**src/rtl/oem_pkg.sv**
```systemverilog
`default_nettype none
// ============================================================================
// Module      : oem_pkg
// Description : Shared constants and sentinel helper for the odd-even merge
//               stream loader and the downstream trimmer.
// Revision    : 1.0 - initial release
// ============================================================================
package oem_pkg;

    localparam int c_oem_log_input = 4;
    localparam int c_oem_lane_w    = 8;
    localparam int c_oem_count_w   = c_oem_log_input + 1;
    localparam int c_oem_max_w     = 64;

    // Pad value that sorts to the tail for the given sort direction and signedness.
    function automatic logic [c_oem_max_w-1:0] oem_sentinel(
        input bit is_signed,
        input bit ascending,
        input int width
    );
        logic [c_oem_max_w-1:0] s;
        s = '0;
        for (int i = 0; i < c_oem_max_w; i++) begin
            if (i < width) s[i] = ascending;
        end
        if (is_signed && (width > 0)) s[width-1] = !ascending;
        return s;
    endfunction

endpackage
`default_nettype wire

```
**src/rtl/oem_flush_timer.sv**
```systemverilog
`default_nettype none
// ============================================================================
// Module      : oem_flush_timer
// Description : Saturating idle counter; expired fires on the edge where the
//               count of idle cycles reaches TIMEOUT.
// Revision    : 1.0 - initial release
// ============================================================================
module oem_flush_timer #(
    parameter int TIMEOUT = 16
) (
    input  logic clk,
    input  logic rst,
    input  logic clear,
    input  logic run,
    output logic expired
);

    generate
        if (TIMEOUT > 0) begin : g_timer
            localparam int                 c_cnt_w = $clog2(TIMEOUT + 1);
            localparam logic [c_cnt_w-1:0] c_max   = c_cnt_w'(TIMEOUT);
            localparam logic [c_cnt_w-1:0] c_fire  = c_cnt_w'(TIMEOUT - 1);

            logic [c_cnt_w-1:0] r_count;

            always_ff @(posedge clk) begin
                if (rst || clear) begin
                    r_count <= '0;
                end else if (run && (r_count != c_max)) begin
                    r_count <= r_count + c_cnt_w'(1);
                end
            end

            // The increment on this edge would reach TIMEOUT, so flush now.
            assign expired = run && (r_count >= c_fire);
        end else begin : g_no_timer
            assign expired = 1'b0;
        end
    endgenerate

endmodule
`default_nettype wire

```
**src/rtl/odd_even_merge_stream_loader.sv**
```systemverilog
`default_nettype none
// ============================================================================
// Module      : odd_even_merge_stream_loader
// Description : Packs a valid/ready element stream into sentinel-padded
//               parallel frames for the odd-even merge sorting network.
// Revision    : 1.0 - initial release
// ============================================================================
module odd_even_merge_stream_loader
    import oem_pkg::*;
#(
    parameter int LOG_INPUT     = 4,
    parameter int DATA_WIDTH    = 8,
    parameter int SIGNED        = 0,
    parameter int ASCENDING     = 1,
    parameter int FLUSH_TIMEOUT = 16
) (
    input  logic                                   clk,
    input  logic                                   rst,
    input  logic [DATA_WIDTH-1:0]                  s_data,
    input  logic                                   s_valid,
    input  logic                                   s_last,
    output logic                                   s_ready,
    output logic [DATA_WIDTH*(2**LOG_INPUT)-1:0]   x,
    output logic                                   x_valid,
    output logic [LOG_INPUT:0]                     x_count
);

    localparam int c_n     = 2 ** LOG_INPUT;
    localparam int c_cnt_w = LOG_INPUT + 1;

    localparam logic [0:0] c_st_idle = 1'b0;
    localparam logic [0:0] c_st_fill = 1'b1;

    localparam logic [c_oem_max_w-1:0] c_sent_full =
        oem_sentinel(SIGNED != 0, ASCENDING != 0, DATA_WIDTH);
    localparam logic [DATA_WIDTH-1:0]  c_sentinel  = c_sent_full[DATA_WIDTH-1:0];
    localparam logic [LOG_INPUT-1:0]   c_last_idx  = '1;

    logic                          r_ready;
    logic [0:0]                    r_state;
    logic [LOG_INPUT-1:0]          r_wr_idx;
    logic [DATA_WIDTH-1:0]         r_lanes [c_n];
    logic [DATA_WIDTH*c_n-1:0]     r_x;
    logic                          r_x_valid;
    logic [c_cnt_w-1:0]            r_x_count;

    logic                          w_accept;
    logic                          w_full;
    logic                          w_run;
    logic                          w_expired;
    logic                          w_emit;
    logic [c_cnt_w-1:0]            w_count;
    logic [DATA_WIDTH*c_n-1:0]     w_frame;

    assign w_accept = s_valid && r_ready;
    assign w_full   = w_accept && (r_wr_idx == c_last_idx);
    // An accept always beats the timeout, so the timer only runs on idle FILL cycles.
    assign w_run    = (r_state == c_st_fill) && !w_accept;
    assign w_emit   = (w_accept && (s_last || w_full)) || w_expired;
    assign w_count  = {1'b0, r_wr_idx} + {{LOG_INPUT{1'b0}}, w_accept};

    oem_flush_timer #(
        .TIMEOUT (FLUSH_TIMEOUT)
    ) u_flush_timer (
        .clk     (clk),
        .rst     (rst),
        .clear   (w_accept || w_emit),
        .run     (w_run),
        .expired (w_expired)
    );

    always_comb begin
        w_frame = '0;
        for (int k = 0; k < c_n; k++) begin
            if (w_accept && (LOG_INPUT'(k) == r_wr_idx)) begin
                w_frame[DATA_WIDTH*k +: DATA_WIDTH] = s_data;
            end else if (c_cnt_w'(k) < {1'b0, r_wr_idx}) begin
                w_frame[DATA_WIDTH*k +: DATA_WIDTH] = r_lanes[k];
            end else begin
                w_frame[DATA_WIDTH*k +: DATA_WIDTH] = c_sentinel;
            end
        end
    end

    // Lane storage needs no reset: lanes at or above wr_idx are never read back.
    always_ff @(posedge clk) begin
        if (w_accept) begin
            r_lanes[r_wr_idx] <= s_data;
        end
    end

    always_ff @(posedge clk) begin
        if (rst) begin
            r_ready   <= 1'b0;
            r_state   <= c_st_idle;
            r_wr_idx  <= '0;
            r_x       <= '0;
            r_x_valid <= 1'b0;
            r_x_count <= '0;
        end else begin
            r_ready   <= 1'b1;
            r_x_valid <= w_emit;
            if (w_emit) begin
                r_x       <= w_frame;
                r_x_count <= w_count;
                r_wr_idx  <= '0;
                r_state   <= c_st_idle;
            end else if (w_accept) begin
                r_wr_idx  <= r_wr_idx + LOG_INPUT'(1);
                r_state   <= c_st_fill;
            end
        end
    end

    assign s_ready = r_ready;
    assign x       = r_x;
    assign x_valid = r_x_valid;
    assign x_count = r_x_count;

endmodule
`default_nettype wire

```
**config.mk**
```make
export PLATFORM = sky130hd
export DESIGN_NAME = odd_even_merge_stream_loader
export DESIGN_NICKNAME = d
export VERILOG_FILES = /design/src/rtl/oem_pkg.sv /design/src/rtl/oem_flush_timer.sv /design/src/rtl/odd_even_merge_stream_loader.sv
export SDC_FILE = /design/constraint.sdc
export NUM_CORES = 1
export LEC_CHECK = 0
export ABC_AREA = 1
export BUFFER_PORTS_ARGS = -buffer_cell sky130_fd_sc_hd__buf_2
export CAP_MARGIN = 20
export CORE_MARGIN = 8
export CORE_UTILIZATION = 55
export CTS_CLUSTER_SIZE = 28
export DETAILED_ROUTE_END_ITERATION = 8
export PLACE_DENSITY_LB_ADDON = 0.2
export SYNTH_ARGS = -nofsm -noshare
export SYNTH_HDL_FRONTEND = slang
export SYNTH_SLANG_ARGS = --single-unit
```
**constraint.sdc**
```tcl
create_clock -name clk -period 2.4 [get_ports clk]
set_input_delay 0.12 -clock clk [delete_from_list [all_inputs] [get_ports clk]]
set_output_delay 0.12 -clock clk [all_outputs]
set_load 0.01 [all_outputs]
```
==> summary.txt, run 1 <==
CTS
  • Clock transition at the registers of the reported paths: 60 ps
  • Max clock buf depth: 3
  • H-tree levels: 1
  • Clock sink count: 265
  • Setup bufs post-CTS: 0
  • Clock tree root buffer cell: clkbuf_16
  • CTS buffer count: 27
  • Worst-Skew Late Latency: 530 ps
  • CTS tree: yes

Yosys
  • Synthesized instance count: 1498
  • Post-Syn Nets: 1520
  • Post-synth top area share: 29.6%
  • Seq/Total Area, Yosys: 53.5%
  • Synthesized flop and latch total: 265
  • Syn. warnings: 0
  • Synth cell types: 25
  • Area contributors post-synth: edfxtp_1 30%, dfxtp_1 24%, nand2_1 16%
  • Syn_area_per_cell: 8.12 sq um
  • Mapped Area: 12200 sq um
  • Synth area leader: edfxtp_1

Final layout
  • Fillers: 1840
  • Nets: 1623
  • Area delta synth->final: 15.5%
  • Layout cell share with drive strength beyond 1: 16.7%
  • Commonest non-fill, non-tap cell in the layout: nand2_1
  • Most frequent cells in the layout: 519 x nand2_1, 240 x nand3_1, 146 x buf_2, 145 x dfxtp_1, 143 x nand4_1

Floorplanning
  • Row count: 54
  • Die X: 165 um
  • Starting density of the core: 55.9%
  • Die area: 27100 sq um
  • Core ar.: 21800 sq um
  • Io pins: 147
  • Die Span Y: 165 um

Timing
  • Setup_tns: 0 ps
  • Worst slew margin: 41.6%
  • RSZ-0062 raised after global routing: no
  • Tcrit/Tclk final: 89.4%
  • Fin crit period: 2140 ps
  • Max Slew Vio Count: 0
  • Count of final setup violators: 0
  • Worst-margin pin slew: 876 ps
  • Max Fclk: 466 MHz
  • Final setup skew: 8.90 ps
  • Final hold violation count: 0

Routing
  • Initial drt markers: 919
  • Remaining DRCs: 0
  • Drt total wl: 31.6 mm
  • Via density: 5.50
  • Via count: 10.5k
  • DR WL/cell: 16.6 um
  • Antenna-violating nets left: 0
  • Router iterations before antenna repair: 5

Outcome
  • Status: completed

Global routing
  • Gr usage total: 22.8%
  • Antenna violations before repair: 1
  • Met3 GRT Util: 3.86%
  • Met2 Use GR: 36.3%
  • First-pass GRT wire length: 50.5 mm
  • Largest net degree at the start of global routing: 104
  • Congestion Overflow GR: 0
  • Global routing usage on met1: 31.4%
  • Vias in the first global route: 9845
  • GRT busiest layer: met2

Placement
  • Placer Congestion: 0.867
  • Port Buffers: 146
  • DP HPWL: 19.3 mm

Power
  • Leak Pwr: 0.00677 uW
  • Power Density: 709 nW/um^2
  • VDD IR max: 0.481 mV
  • Tot Pwr: 9970 uW

Critical path
  • CP Class: flop to flop
  • Crit-path max FO: 18
  • CP cell instances: inv_1 -> ha_1 -> inv_1 -> nor2_2 -> buf_4 -> nand2_1 -> inv_1
  • Crit-path slowest cell: dfxtp_1
  • CP startpoint kind: flop
  • Crit-path most repeated cell: inv_1
  • Worst Path Required: 2600 ps
  • WP buf/inv: 4
  • Critical Path AT: 2350 ps
  • Worst path max stage delay: 380 ps
  • Crit. End Element: flop
  • Crit path max-delay family: buffers and inverters

Worst hold path
  • Worst Hold Class: input port to flop

Run
  • Max-Cap Viols: 0
## final cells by class
class | instances | area [sq um] | share of cell area, %
Inverter | 122 | 463 | 3.29
Antenna cell | 1 | 2.50 | 0.0178
Multi-Input combinational cell | 1003 | 4730 | 33.6
Tap cell | 280 | 350 | 2.49
Sequential cell | 265 | 6510 | 46.3
Clock buffer | 38 | 808 | 5.75
Timing Repair Buffer | 182 | 1070 | 7.58
Clock inverter | 11 | 131 | 0.935
## repair_timing
action	4_1_cts	5_1_grt
endpoints found under the hold margin	1	0
resized for setup	0	0
hold buffers	1	0
## worst min-delay path, stage by stage
cell and delay, ps:
buf_2 110, nand2_2 190, a21oi_1 100
## worst paths after layout
path	start	slack, ps	to	cells after the start
setup / recovery	r_wr_idx[0]	260	r_lanes[0][2]	7
hold / removal	s_valid	50	r_state	3
setup reg to reg	r_wr_idx[0]	260	r_lanes[0][2]	7
hold reg to reg	x[95]	480	x[95]	2
## power breakdown
group,internal [uW],switching (uW)
clock,2660,1730
combinational,196,468
sequential,4850,69.0
total,7700,2270
## cell families (layout without fill, tap and decap cells)
| group | after synthesis | count (layout) | synth area share (%) |
|---|---|---|---|
| compound gates | 13 | 13 | 0.535 |
| other cells | 0 | 1 | 0 |
| flops | 265 | 265 | 53.5 |
| simple gates | 977 | 977 | 37.0 |
| xor+xnor | 3 | 3 | 0.216 |
| buf+inv | 230 | 353 | 7.77 |
| fa+ha+maj | 10 | 10 | 1.03 |
## state kept, by name, indices dropped and copies added, names as in the netlist
register                       flops
x                                128
r_lanes                          120
u_flush_timer.g_timer.r_count      5
x_count                            5
r_wr_idx                           4
r_state                            1
s_ready                            1
x_valid                            1
## Yosys cell counts (all sizes together)
master / n
nor2: 30
clkbuf: 59
or2: 23
nand4: 143
o21ai: 2
nand3b: 17
clkinv: 1
ha: 10
inv: 121
a21oi: 11
dfxtp: 145
buf: 49
nand3: 241
edfxtp: 120
xor2: 3
nand2: 523
## per-layer routing
metal | up-vias | part of all wire, %
met2 | 395 | 46
met1 | 4809 | 44
li1 | 5209 | -
met4 | 0 | 2.1
met5 | - | 0
met3 | 50 | 7.9
## per-stage QoR
stage                     instances  area, sq um  util (%)  hold slack [ps]  setup slack (ps)
after global routing           1902        14100      64.6             69.0               102
final                          1902        14100      64.6             51.4               255
after detailed placement       1851        13100      60.2              360               301
after CTS                      1901        14100      64.6             44.5               283
after floorplan                1498        12200         -              189               478
after global placement         1851        13100      60.2              347               410
Power figures use the tool's default switching activity.
==> run 2: changes to the inputs <==
- SYNTH_HIERARCHICAL: not set -> 1
==> run 2 against run 1 <==
  * Synthesized cell count is 25% lower
  * Clock power rose by 2%
  * Design area down 11%
  * Critical path type unchanged
==> summary.txt, run 2 <==
Routing
  • Drt total wl: 27.3 mm (was 31.6 mm)
  • Remaining DRCs: 0 (unchanged)
  • Antenna-violating nets left: 0 (unchanged)
  • Via count: 8192 (was 10.5k)
  • Via density: 5.23 (was 5.50)
  • DR WL/cell: 17.4 um (was 16.6 um)
  • Initial drt markers: 674 (was 919)
  • Router iterations before antenna repair: 5 (unchanged)

Yosys
  • Synth cell types: 30 (was 25)
  • Post-Syn Nets: 1152 (was 1520)
  • Post-synth top area share: 34.7% (was 29.6%)
  • Seq/Total Area, Yosys: 62.7% (was 53.5%)
  • Synth area leader: edfxtp_1 (unchanged)
  • Area contributors post-synth: edfxtp_1 35%, dfxtp_1 28%, nand2_1 16% (was edfxtp_1 30%, dfxtp_1 24%, nand2_1 16%)
  • Primary FF master, synth: dfxtp_1 (unchanged)
  • Syn_area_per_cell: 9.19 sq um (was 8.12 sq um)
  • Most frequent cell after synthesis: nand2_1 (unchanged)
  • Syn. warnings: 6 (was 0)
  • Synthesized instance count: 1130 (was 1498)
  • Mapped Area: 10400 sq um (was 12200 sq um)
  • Synthesized flop and latch total: 265 (unchanged)
  • Synth cell count leaders: 433 x nand2_1, 145 x dfxtp_1, 120 x edfxtp_1, 100 x o21ai_0, 73 x nand3_1 (was 519 x nand2_1, 240 x nand3_1, 145 x dfxtp_1, 143 x nand4_1, 120 x edfxtp_1)
  • Async SR Flop Fraction: 0% (unchanged)
  • Post-synth EDFFs: 120 (unchanged)

Run
  • Max-Cap Viols: 0 (unchanged)

Timing
  • Hold Slack: 121 ps (was 51.4 ps)
  • Final hold violation count: 0 (unchanged)
  • Max Slew Vio Count: 0 (unchanged)
  • Max Fclk: 457 MHz (was 466 MHz)
  • Fin crit period: 2190 ps (was 2140 ps)
  • Tcrit/Tclk final: 91.1% (was 89.4%)
  • Count of final setup violators: 0 (unchanged)
  • Final setup skew: 10.6 ps (was 8.90 ps)
  • RSZ-0062 raised after global routing: no (unchanged)
  • Worst slew margin: 45.9% (was 41.6%)
  • Setup_tns: 0 ps (unchanged)
  • Worst-margin pin slew: 803 ps (was 876 ps)

Floorplanning
  • Row count: 50 (was 54)
  • Die area: 23500 sq um (was 27100 sq um)
  • Starting density of the core: 55.7% (was 55.9%)
  • Io pins: 147 (unchanged)
  • Die Span Y: 153 um (was 165 um)
  • Die X: 153 um (was 165 um)
  • Core ar.: 18600 sq um (was 21800 sq um)

Placement
  • Port Buffers: 146 (unchanged)
  • Placer Congestion: 0.828 (was 0.867)
  • DP HPWL: 17.0 mm (was 19.3 mm)

CTS
  • Setup bufs post-CTS: 0 (unchanged)
  • Max clock buf depth: 3 (unchanged)
  • Clock tree root buffer cell: clkbuf_16 (unchanged)
  • CTS buffer count: 27 (unchanged)
  • Worst-Skew Late Latency: 520 ps (was 530 ps)
  • H-tree levels: 1 (unchanged)
  • Clock transition at the registers of the reported paths: 60 ps (about the same)
  • Clock sink count: 265 (unchanged)
  • CTS tree: yes (unchanged)

Critical path
  • Worst path max stage delay: 370 ps (was 380 ps)
  • Critical Path AT: 2370 ps (was 2350 ps)
  • Crit. End Element: flop (unchanged)
  • Crit path max-delay family: buffers and inverters (unchanged)
  • CP cell instances: buf_4 -> inv_1 -> ha_1 -> inv_1 -> nor2_1 -> nand2_1 -> inv_1 (was inv_1 -> ha_1 -> inv_1 -> nor2_2 -> buf_4 -> nand2_1 -> inv_1)
  • Crit-path slowest cell: inv_1 (was dfxtp_1)
  • Reg2reg path depth: 7 (unchanged)
  • WP buf/inv: 4 (unchanged)
  • Crit-path max FO: 9 (was 18)
  • Levels on crit path: 7 (unchanged)
  • CP startpoint kind: flop (unchanged)
  • CP Class: flop to flop (unchanged)
  • Crit-path most repeated cell: inv_1 (unchanged)
  • Worst Path Required: 2580 ps (was 2600 ps)

Power
  • Comb pwr share: 6.3% (was 6.7%)
  • P_int: 7870 uW (was 7700 uW)
  • Clk pwr share: 44.6% (was 44.0%)
  • Power Density: 804 nW/um^2 (was 709 nW/um^2)
  • Part of the power in registers: 49.1% (was 49.3%)
  • Switching share of power: 21.8% (was 22.7%)
  • Leak Pwr: 0.00548 uW (was 0.00677 uW)
  • Psw: 2200 uW (was 2270 uW)
  • VDD IR max: 0.595 mV (was 0.481 mV)

Final layout
  • Most frequent cells in the layout: 433 x nand2_1, 146 x buf_2, 145 x dfxtp_1, 120 x edfxtp_1, 100 x o21ai_0 (was 519 x nand2_1, 240 x nand3_1, 146 x buf_2, 145 x dfxtp_1, 143 x nand4_1)
  • # diodes: 0 (was 1)
  • Commonest non-fill, non-tap cell in the layout: nand2_1 (unchanged)
  • Fin util: 67.2% (was 64.6%)
  • Number of flip-flops under the largest register name: 128 (unchanged)
  • Nets: 1334 (was 1623)
  • Area delta synth->final: 20.6% (was 15.5%)
  • Layout cell share with drive strength beyond 1: 19.9% (was 16.7%)
  • Fillers: 1550 (was 1840)

Worst hold path
  • Min-Delay Path Depth: 2 (was 3)
  • Worst Hold Class: input port to flop (unchanged)

Global routing
  • Congestion Overflow GR: 0 (unchanged)
  • Vias in the first global route: 7831 (was 9845)
  • First-pass GRT wire length: 42.5 mm (was 50.5 mm)
  • Antenna violations before repair: 0 (was 1)
  • Gr usage total: 22.3% (was 22.8%)
  • Largest net degree at the start of global routing: 82 (was 104)

Outcome
  • Status: completed (unchanged)
==> run 2: cell types whose count changed after synthesis, moves of 10 or more <==
cell	delta
a21oi_1	+22
o21ai_0	+99
inv_1	-50
nand2_1	-86
nand3_1	-167
clkbuf_1	-51
nand4_1	-135
nor2_1	+17
clkinv_1	+11
buf_4	+14
nor3_1	+10
buf_2	-25
or2_2	-15
==> run 2: final cells by class <==
class                   instances  area [sq um]  area share [%]
clock buffers                  35           736            5.88
clock inverters                14           221            1.77
inverters                      82           308            2.46
multi-input cells             744          3340            26.7
flip-flops and latches        265          6510            52.0
well taps                     234           293            2.34
repair buffers                192          1120            8.91
==> run 2: power by group through the flow <==
stage	clock network, uW	logic [uW]	registers [uW]
global placement	0	624	5030
CTS	4540	640	4940
floorplan	0	241	5090
global route	4720	698	4950
detailed placement	0	635	5030
finish	4490	637	4940
==> run 2: worst register-to-register path, cell delays in order (launching register included) <==
cell and delay (ps):
dfxtp_1 310, buf_4 160, inv_1 140, ha_1 300, inv_1 70, nor2_1 200, nand2_1 290, inv_1 380
==> run 2: through the flow <==
stage / setup slack [ps] / std cells / total power [uW] / instance area, sq um
5_1_grt: 11.4 / 1566 / 10400 / 12500
3_3_place_gp: -64.2 / 1514 / 5650 / 11500
6_report: 213 / 1566 / 10100 / 12500
2_1_floorplan: 393 / 1130 / 5340 / 10400
4_1_cts: 75.4 / 1565 / 10100 / 12500
3_5_place_dp: 91.6 / 1515 / 5670 / 11500
==> run 2: metal layers <==
metal / track usage (%) / part of all wire, % / vias to the layer above
met5: 0 / 0 / -
met4: 5.09 / 1.9 / 0
met3: 4.51 / 7.8 / 43
met1: 28.5 / 42 / 3766
li1: - / - / 4056
met2: 38.3 / 48 / 327
==> run 2: timing repair <==
action / 4_1_cts / 5_1_grt
hold endpoints to repair: 1 / 0
gates resized for setup: 0 / 1
hold buffers: 1 / 0
endpoints found under the setup margin: 0 / 52
==> run 2: cell families after synthesis <==
family	share of synthesized area [%]
AND/OR/NAND/NOR	24.1
adder cells (fa/ha/maj)	1.21
buffers and inverters	5.29
flip-flops	62.7
XOR/XNOR	0.253
AO/OA/AOI/OAI	6.46
==> run 2: final timing paths <==
kind	to	slack (ps)	start
worst min register to register	x[58]	450	x[58]
worst min-delay path	r_lanes[10][1]	120	s_data[1]
worst max register to register	r_lanes[8][4]	210	r_wr_idx[0]
worst max-delay path	r_lanes[8][4]	210	r_wr_idx[0]
==> run 3: changes to the inputs <==
- clock period: 2.4 -> 2.8 ns (I/O delays scaled with it)
==> run 3 against run 2 <==
  * Global-route usage shrank 1.0 points
  * Sequential cell count is the same
  * Wire length fell by 4.6%
  * Register-to-register slack improved by 270 ps
  * Design area down 1.5%
  * Sequential power shrank 14%
  * Non-clock buffer count is 31 lower
  * First-iteration DRC count down 3.6%
  * Largest power group unchanged
==> summary.txt, run 3 (synthesis gave the netlist of run 2 again) <==
Timing
  • Worst slew margin: 48.1% (was 45.9%)
  • Worst-margin pin slew: 776 ps (was 803 ps)
  • Setup ws final: 488 ps (was 213 ps)
  • RSZ-0062 raised after global routing: no (unchanged)
  • Tcrit/Tclk final: 82.6% (was 91.1%)
  • Max Slew Vio Count: 0 (unchanged)
  • Max Fclk: 432 MHz (was 457 MHz)
  • Final setup skew: 7.15 ps (was 10.6 ps)
  • Setup_tns: 0 ps (unchanged)
  • Fin crit period: 2310 ps (was 2190 ps)
  • Count of final setup violators: 0 (unchanged)
  • Final hold violation count: 0 (unchanged)

Routing
  • Via count: 8039 (was 8192)
  • Router iterations before antenna repair: 5 (unchanged)
  • Remaining DRCs: 0 (unchanged)
  • Antenna-violating nets left: 0 (unchanged)
  • Drt total wl: 26.0 mm (was 27.3 mm)
  • Initial drt markers: 650 (was 674)
  • DR WL/cell: 17.0 um (was 17.4 um)
  • Via density: 5.24 (was 5.23)

Global routing
  • First-pass GRT wire length: 40.6 mm (was 42.5 mm)
  • Antenna violations before repair: 0 (unchanged)
  • Gr usage total: 21.3% (was 22.3%)
  • Largest net degree at the start of global routing: 134 (was 82)
  • Vias in the first global route: 7503 (was 7831)
  • Congestion Overflow GR: 0 (unchanged)

Critical path
  • Crit-path max FO: 133 (was 9)
  • CP Class: flop to flop (unchanged)
  • CP startpoint kind: flop (unchanged)
  • Crit. End Element: flop (unchanged)
  • Worst Path Required: 3260 ps (was 2580 ps)
  • Setup slack, reg-to-reg: 490 ps (was 210 ps)
  • Critical Path AT: 2780 ps (was 2370 ps)

CTS
  • CTS tree: yes (unchanged)
  • Max clock buf depth: 3 (unchanged)
  • Clock tree root buffer cell: clkbuf_16 (unchanged)
  • CTS buffer count: 27 (unchanged)
  • Worst-Skew Late Latency: 520 ps (about the same)
  • H-tree levels: 1 (unchanged)
  • Clock sink count: 265 (unchanged)
  • Clock transition at the registers of the reported paths: 60 ps (about the same)
  • Post-cts sizing count: 0 (unchanged)

Final layout
  • # diodes: 0 (unchanged)
  • Nets: 1302 (was 1334)
  • Area delta synth->final: 18.8% (was 20.6%)
  • Layout cell share with drive strength beyond 1: 18.2% (was 19.9%)
  • Number of flip-flops under the largest register name: 128 (unchanged)
  • Fin util: 66.2% (was 67.2%)
  • Commonest non-fill, non-tap cell in the layout: nand2_1 (unchanged)
  • Fillers: 1543 (was 1550)
  • Most frequent cells in the layout: 433 x nand2_1, 146 x buf_2, 145 x dfxtp_1, 120 x edfxtp_1, 100 x o21ai_0 (unchanged)
  • Cell Count, Final, Fillers Out: 1534 (was 1566)

Power
  • Power Density: 712 nW/um^2 (was 804 nW/um^2)
  • Psw: 1880 uW (was 2200 uW)
  • Leak Pwr: 0.00536 uW (was 0.00548 uW)
  • VDD IR max: 0.547 mV (was 0.595 mV)
  • Part of the power in registers: 48.3% (was 49.1%)
  • Clk pwr share: 45.9% (was 44.6%)
  • Comb pwr share: 5.8% (was 6.3%)
  • P_int: 6900 uW (was 7870 uW)
  • Switching share of power: 21.5% (was 21.8%)

Floorplanning
  • Core ar.: 18600 sq um (unchanged)
  • Row count: 50 (unchanged)
  • Die X: 153 um (unchanged)
  • Die Span Y: 153 um (unchanged)
  • Die area: 23500 sq um (unchanged)
  • Starting density of the core: 55.7% (unchanged)
  • Io pins: 147 (unchanged)

Placement
  • Port Buffers: 146 (unchanged)
  • Placer Congestion: 0.854 (was 0.828)
  • DP Worst Slack: 562 ps (was 91.6 ps)
  • DP HPWL: 16.4 mm (was 17.0 mm)
  • Placed Cells: 1484 (was 1515)

Run
  • Max-Cap Viols: 0 (unchanged)

Outcome
  • Status: completed (unchanged)

Worst hold path
  • Worst Hold Class: input port to flop (unchanged)
[run 3: metrics by stage]
step	hold slack, ps	area (sq um)	power (uW)
detailed placement	435	11300	4830
CTS	54.3	12300	8830
floorplan	229	10400	4570
finish	72.9	12300	8780
global placement	427	11300	4830
global route	83.5	12300	9030
[run 3: path summary, 6_finish.rpt]
check                                    from  endpoint  cells after the start
max          u_flush_timer/g_timer.r_count[0]     x[50]                     14
min                                   s_valid   r_state                      3
max reg2reg  u_flush_timer/g_timer.r_count[0]     x[50]                     14
min reg2reg                              x[3]      x[3]                      2
[run 3: power groups by stage]
stage	sequential (uW)	clock (uW)	combinational [uW]
2_1_floorplan	4370	0	207
3_3_place_gp	4320	0	509
3_5_place_dp	4320	0	517
4_1_cts	4240	4080	520
5_1_grt	4250	4220	562
6_report	4240	4030	511
[run 3: worst max-delay path, stage by stage (launching register included)]
cell and delay [ps]:
dfxtp_1 340, ha_1 230, nand2_1 80, nor2_1 40
ha_1 180, nor3_1 190, nor2_1 60, inv_1 70
nand2_1 80, inv_1 80, nand2_2 70, nor2_4 100
buf_12 420, nand2_1 110, nand2_1 90
[run 3: area by class of cell]
class / instances / area, sq um / share of cell area [%]
Timing Repair Buffer: 161 / 883 / 7.16
Inverter: 82 / 308 / 2.50
Clock buffer: 33 / 761 / 6.17
Sequential cell: 265 / 6510 / 52.7
Multi-Input combinational cell: 743 / 3330 / 27.0
Clock inverter: 16 / 258 / 2.09
Tap cell: 234 / 293 / 2.37
[run 3: metal layers]
layer  vias up  share of wire [%]  GRT usage, %
met2       326                 47          34.9
met5         -                  0             0
met3        47                8.3          4.48
met4         0                2.1          6.16
li1       3981                  -             -
met1      3685                 43          28.0
[run 3: what timing repair did]
action | in CTS | in global routing
hold buffers | 1 | 0
endpoints found under the setup margin | 0 | 0
endpoints found under the hold margin | 1 | 0
setup buffers | 0 | 0
